<file path="config.mk">
export PLATFORM = sky130hd
export DESIGN_NAME = div_result_collector
export DESIGN_NICKNAME = d
export VERILOG_FILES = /design/src/rtl/div_result_collector.sv
export SDC_FILE = /design/constraint.sdc
export NUM_CORES = 1
export LEC_CHECK = 0
export ABC_AREA = 0
export CORE_MARGIN = 2
export CORE_UTILIZATION = 53
export CTS_CLUSTER_DIAMETER = 50
export DETAILED_ROUTE_END_ITERATION = 6
export GPL_TIMING_DRIVEN = 0
export PLACE_DENSITY = 0.92
export REMOVE_ABC_BUFFERS = 1
export SYNTH_ARGS = -nofsm -noshare
export SYNTH_HDL_FRONTEND = slang
export SYNTH_SLANG_ARGS = --single-unit
export TNS_END_PERCENT = 30
</file>
<file path="constraint.sdc">
create_clock -name clk -period 3.8 [get_ports clk]
set_clock_uncertainty 0.05 [all_clocks]
set_input_delay 0.76 -clock clk [delete_from_list [all_inputs] [get_ports clk]]
set_output_delay 0.76 -clock clk [all_outputs]
set_load 0.05 [all_outputs]
</file>
<file path="src/rtl/div_result_collector.sv">
// div_result_collector
//   Collects results from the last cell of a pipelined divider into a small
//   first-word-fall-through buffer for a downstream consumer.
//
//   Optional feature: define DIV_ZERO_FLAG_EN to flag zero-divisor results.
//   When it is defined, such a result is stored with div_zero=1 and an
//   all-ones quotient. When it is undefined, div_zero_o is tied to 0.
//
//   Parameters: N (dividend width), M (divisor width), DEPTH (entries, power of 2, >=2)
//   Ports:
//     clk, rstn              clock, async active-low reset
//     rdy_i                  result strobe, one result per high cycle
//     merchant_i             quotient in          [N-M:0]
//     remainder_i            remainder in         [M-1:0]
//     divisor_i              divisor in           [M-1:0]
//     out_ready              consumer accepts the head entry
//     clr_ovf                synchronous clear of overflow_o
//     out_valid              head entry present
//     quotient_o             head quotient; 0 when empty
//     remainder_o            head remainder; 0 when empty
//     div_zero_o             head came from a zero divisor; 0 when empty
//     count_o                occupancy, 0..DEPTH
//     overflow_o             sticky: a result was dropped while full
module div_result_collector #(
  parameter int N     = 5,
  parameter int M     = 3,
  parameter int DEPTH = 4
) (
  input  logic                         clk,
  input  logic                         rstn,
  input  logic                         rdy_i,
  input  logic [N-M:0]                 merchant_i,
  input  logic [M-1:0]                 remainder_i,
  input  logic [M-1:0]                 divisor_i,
  input  logic                         out_ready,
  input  logic                         clr_ovf,
  output logic                         out_valid,
  output logic [N-M:0]                 quotient_o,
  output logic [M-1:0]                 remainder_o,
  output logic                         div_zero_o,
  output logic [$clog2(DEPTH+1)-1:0]   count_o,
  output logic                         overflow_o
);

  localparam int QW = N - M + 1;
  localparam int AW = $clog2(DEPTH);
  localparam int CW = $clog2(DEPTH + 1);

  logic [QW-1:0] q_mem [DEPTH];
  logic [M-1:0]  r_mem [DEPTH];

  logic [AW-1:0] wr_ptr;
  logic [AW-1:0] rd_ptr;
  logic [CW-1:0] count;
  logic          overflow;

  logic          full;
  logic          empty;
  logic          push;
  logic          pop;
  logic          drop;
  logic [QW-1:0] q_in;
  logic [M-1:0]  r_in;

  assign full  = (count == CW'(DEPTH));
  assign empty = (count == '0);
  assign pop   = !empty && out_ready;
  // A full buffer still accepts a result when the head leaves on the same edge.
  assign push  = rdy_i && (!full || pop);
  assign drop  = rdy_i && full && !pop;

`ifdef DIV_ZERO_FLAG_EN
  logic dz_in;
  logic dz_mem [DEPTH];

  assign dz_in = (divisor_i == '0);
  assign q_in  = dz_in ? '1 : merchant_i;
  assign r_in  = remainder_i;

  always_ff @(posedge clk) begin
    if (push) dz_mem[wr_ptr] <= dz_in;
  end

  assign div_zero_o = empty ? 1'b0 : dz_mem[rd_ptr];
`else
  // The divisor is only consumed by the zero-divisor flag build.
  logic unused_divisor;
  assign unused_divisor = ^divisor_i;

  assign q_in       = merchant_i;
  assign r_in       = remainder_i;
  assign div_zero_o = 1'b0;
`endif

  // Storage is not reset; empty-state gating on the outputs hides stale data.
  always_ff @(posedge clk) begin
    if (push) begin
      q_mem[wr_ptr] <= q_in;
      r_mem[wr_ptr] <= r_in;
    end
  end

  always_ff @(posedge clk or negedge rstn) begin
    if (!rstn) begin
      wr_ptr   <= '0;
      rd_ptr   <= '0;
      count    <= '0;
      overflow <= 1'b0;
    end else begin
      if (push) wr_ptr <= wr_ptr + AW'(1);
      if (pop)  rd_ptr <= rd_ptr + AW'(1);

      if (push && !pop)      count <= count + CW'(1);
      else if (pop && !push) count <= count - CW'(1);

      // A new drop takes priority over a clear in the same cycle.
      if (drop)         overflow <= 1'b1;
      else if (clr_ovf) overflow <= 1'b0;
    end
  end

  assign out_valid   = !empty;
  assign quotient_o  = empty ? '0 : q_mem[rd_ptr];
  assign remainder_o = empty ? '0 : r_mem[rd_ptr];
  assign count_o     = count;
  assign overflow_o  = overflow;

endmodule

</file>
# Word-level counts from Yosys, hierarchy flattened
# Memory sizes are Yosys's and may differ from the RTL's.
# Index checks and enable logic that the tools add are counted.
# word_totals
reg_bits	8
mem_bits_rw	24
inputBits	14
out_inout_bits	12
elab_cells	33
mem_count	2
# op_classes
n_addsub	4
eq_ne	1
n_mux	8
n_reduce_logical	14
# mem_list
name	depth	word_bits	read_ports	rd_ports_with_merged_regs	wr	line	rtl
q_mem	4	3	1	0	1	49	logic [QW-1:0] q_mem [DEPTH];
r_mem	4	3	1	0	1	50	logic [M-1:0] r_mem [DEPTH];
# ops
cell	count
$mux W3	4
$logic_and A1 B1 Y1	6
$add A2 B1 Y2 const B	2
$logic_not A1 Y1	4
$mux W1	4
$reduce_bool A2 Y1	2
$add A3 B1 Y3 const B	1
$eq A3 B3 Y1 const B	1
$logic_not A3 Y1	1
$sub A3 B1 Y3 const B	1
$logic_or A1 B1 Y1	1

# Longest topological paths before layout
# depth
word_depth	9
mapped_depth	9
depth_no_buf	8

# Worst setup path after synthesis
# No wires, ideal clock.
# synth_timing
path_type	register to register
from	reg count[0] (netlist: count_o[0])
to	reg count[2] (netlist: count_o[2])
setup_ns	0.082
arrival_ns	2.314
slack_ns	1.354
path_stages_with_launch	10
n_path_buf	1
period_less_slack_ns	2.446
cell_sequence	dfrtp_1 > or3_1 > buf_6 > nand2_1 > ha_1 > inv_1 > fa_1 > xor2_1 > nor2_1 > xor2_1
# synth_between
elab_chain_cells	8
elab_cells_between_ends	16
classes_between	add/sub: 2; eq/ne: 1; mux: 2; reduce/logical: 11
# synth_rtl
item	line	rtl
start, declared	54	logic [CW-1:0] count;
start signal, assigned	113	if (push && !pop) count <= count + CW'(1);
start signal, assigned	114	else if (pop && !push) count <= count - CW'(1);
$logic_not A3 Y1 *	66	assign empty = (count == '0);
$logic_not A1 Y1 *	--	
net out_valid	37	output logic out_valid,
$logic_and A1 B1 Y1 *	67	assign pop = !empty && out_ready;
$logic_or A1 B1 Y1	69	assign push = rdy_i && (!full || pop);
$logic_and A1 B1 Y1	69	
$logic_not A1 Y1	114	
$logic_and A1 B1 Y1	114	
$reduce_bool A2 Y1 (no source line)	--	
# Mark *: on every way through the listed nets, which the timed path passes. The rest lies on a longest branch. The select of a mux whose other input is x is not followed.
# A chain may end at the register's enable or synchronous reset.

# Final worst setup path
# layout_timing
from	reg rd_ptr[0]
to	out remainder_o[0]
# layout_between
elab_chain_cells	2
# layout_rtl
item	line	rtl
start, declared	53	logic [AW-1:0] rd_ptr;
start signal, assigned	111	if (pop) rd_ptr <= rd_ptr + AW'(1);
$mem_v2 Z4 W3	--	
$mux W3	124	assign remainder_o = empty ? '0 : r_mem[rd_ptr];
end, declared	39	output logic [M-1:0] remainder_o,
# Every way passes these cells.

==> impl_metrics.csv <==
group,metric,value,unit
final_layout,fin_cells,134,
pwr,swShare,0.406,
yosys,yosysWarnings,0,
yosys,syn_area,0.00140,mm²
timing,fmax,311,MHz
detailed_routing,drc_errors,0,
run_status,status,"finished, final reports clean",
run,cap_violations,0,
detailed_routing,wire_per_inst,17.1,µm
yosys,postSynthAreaPerCell,17.5,µm²
min_path,hold_depth,2,
critical_path,r2r_slack,1.45,ns
place,dp_hpwl,1.59,mm
global_routing,grt_max_degree,11,
detailed_routing,ant_nets,0,
detailed_routing,routed_via_density,5.36,
yosys,synth_top_area_share,0.514,
clocking,cts_root_buf,"clkbuf_4",
pwr,switchingPower,627,µW
clocking,cts_setup_buffers,0,
timing,hold_viol,0,
floorplan,core_area,0.00250,mm²
critical_path,required,2.99,ns
global_routing,grt_pass1_wl,3.89,mm
pwr,powerDensity,917,mW/mm²
yosys,ys_seq_elements,32,
detailed_routing,dr.pass1.iters,5,
floorplan,dieHeight,55.4,µm
timing,slew_headroom,0.656,
critical_path,r2r.worst_path.cells,8,
yosys,synth_area_leaders,"edfxtp_1 51%, dfrtp_1 14%, mux4_2 9.6%, ha_1 4.5%, and2_1 2.7%",
critical_path,startpoint,"rd_ptr[0]",
yosys,synth_top_area_cell,"edfxtp_1",
critical_path,critPathLaunchType,"flip-flop",
timing,finalCriticalPeriod,3.22,ns
final_layout,synthToLayoutAreaGrowth,20.2,%
global_routing,overflow,0,
timing,fin_tns_setup,0,ns
pwr,p_seq_frac,0.367,
clocking,htreeDepth,2,
final_layout,layout-drive-gt1-share,0.192,
min_path,hp-start,"overflow_o",
detailed_routing,wl,2.29,mm
clocking,hold_buffers,0,
pwr,clock_power_share,0.165,
clocking,cts-resized-gates,0,
yosys,seq_area_frac_synth,0.657,
final_layout,fin_nets,123,
yosys,syn_inst,80,
timing,rsz0062_at_grt,"false",
critical_path,r2r-start,"count_o[0]",
yosys,synth.distinct_cells,23,
clocking,cts_tree,"built",
critical_path,criticalPathCategory,"flip-flop to output port",
timing,final-max-slew-violation-count,0,
min_path,hold_end,"overflow_o",
timing,fin_crit_sh,0.846,
clocking,cts.clk_slew.worst_paths,0.10,ns
place,placed_cells,126,
global_routing,grt_pass1_vias,801,
timing,setup_viol_count_final,0,
floorplan,dieArea,0.00307,mm²
floorplan,placementRows,18,
clocking,cts.path.max_buffers,2,
floorplan,die_w,55.4,µm
timing,worstMarginPinSlew,0.515,ns
critical_path,crit_arrival,2.41,ns
pwr,p_int,918,µW
detailed_routing,drtIter0Drc,11,
detailed_routing,num_vias,718,
final_layout,antenna_cells,0,
pwr,p_leak,0.621,nW
critical_path,setup.worst_path.end_class,"output port",
floorplan,start_util,0.561,
global_routing,grt.total_usage,0.175,
global_routing,antenna_found_initial,0,
pwr,p_comb_frac,0.467,
clocking,clkSinkCount,32,
pwr,ir_drop,0.688,mV
clocking,clock_latency,0.34,ns
min_path,hp-class,"flip-flop to flip-flop",
place,gp_congestion,0.714,
clocking,numCtsBuffers,5,
critical_path,crit_fanout,8,
floorplan,design.portCount,26,
place,portBuffers,21,
critical_path,r2r_end,"count_o[2]",
metrics by stage:
step	cell area (µm²)	power (mW)	hold slack, ns	util	setup WS [ns]
2_1_floorplan	1360	1.07	0.414	-	1.14
3_3_place_gp	1610	1.27	0.449	0.644	0.817
3_5_place_dp	1610	1.31	0.471	0.644	0.711
4_1_cts	1690	1.56	0.485	0.674	0.522
5_1_grt	1690	1.63	0.497	0.674	0.441
6_report	1690	1.54	0.487	0.674	0.584
cell usage after synthesis:
library cell,number
mux4_2,6
nor4b_4,1
ha_1,5
and2_2,4
fa_1,1
buf_4,2
buf_6,2
conb_1,1
xor2_1,2
and2_1,6
or3_1,1
mux2_4,1
dfrtp_1,8
inv_1,4
nor2_1,1
nand2_1,2
clkbuf_1,1
nor2b_1,1
edfxtp_1,24
nand3_1,1
o21ai_0,1
mux2_2,1
xnor2_1,4
area by class of cell:
type / count / area (µm²)
Sequential cell: 32 / 921
Fill cell: 162 / 815
Multi-Input combinational cell: 39 / 425
Timing Repair Buffer: 21 / 210
Clock buffer: 6 / 41.3
Tap cell: 30 / 37.5
Clock inverter: 2 / 35.0
Inverter: 4 / 15.0
flip-flops by register name, summed over array words and instances (netlist names):
signal	count
q_mem	12
r_mem	12
count_o	3
rd_ptr	2
wr_ptr	2
overflow_o	1
worst max-delay path by stage:
stage,endpoint
2_1_floorplan,count_o[2]
3_3_place_gp,count_o[2]
3_5_place_dp,count_o[2]
4_1_cts,remainder_o[0]
5_1_grt,remainder_o[0]
6_report,remainder_o[0]
worst max-delay path, cell delays in order (launching register included):
cell and delay (ns):
dfrtp_1 0.65, mux4_2 0.56, and2_1 0.17, clkdlybuf4s50_1 0.69
cell usage in the layout, fill, tap and decap left out, types with 2 or more instances in the layout:
master	netlist	final
xor2_1	2	2
and2_1	6	6
dfrtp_1	8	8
clkdlybuf4s50_1	0	21
xnor2_1	4	4
and2_2	4	4
mux4_2	6	6
clkbuf_4	0	5
inv_1	4	4
ha_1	5	5
edfxtp_1	24	24
nand2_1	2	2
layer usage:
layer / track usage / wire length (µm) / vias up
li1: - / - / 330
met1: 0.189 / 886 / 359
met2: 0.303 / 1240 / 23
met3: 0.0632 / 110 / 6
met4: 0.0836 / 49 / 0
met5: 0 / 0 / -
cells by family after synthesis:
| kind of cell | count (synthesis) | synth area share |
|---|---|---|
| flip-flops | 32 | 0.657 |
| AND/OR/NAND/NOR | 17 | 0.0856 |
| buffers and inverters | 9 | 0.0401 |
| multiplexers | 8 | 0.115 |
| adder cells (fa/ha/maj) | 6 | 0.0589 |
| XOR/XNOR | 6 | 0.0375 |
| other | 1 | 0.00267 |
| AO/OA/AOI/OAI | 1 | 0.00356 |
power by group through the flow:
stage | Combinational (mW) | Sequential, mW | Clock, mW
floorplan | 0.456 | 0.616 | 0
global placement | 0.701 | 0.566 | 0
detailed placement | 0.728 | 0.578 | 0
CTS | 0.731 | 0.572 | 0.256
global route | 0.766 | 0.583 | 0.276
finish | 0.722 | 0.567 | 0.255
Note: power is estimated with default switching activity, not from simulation.
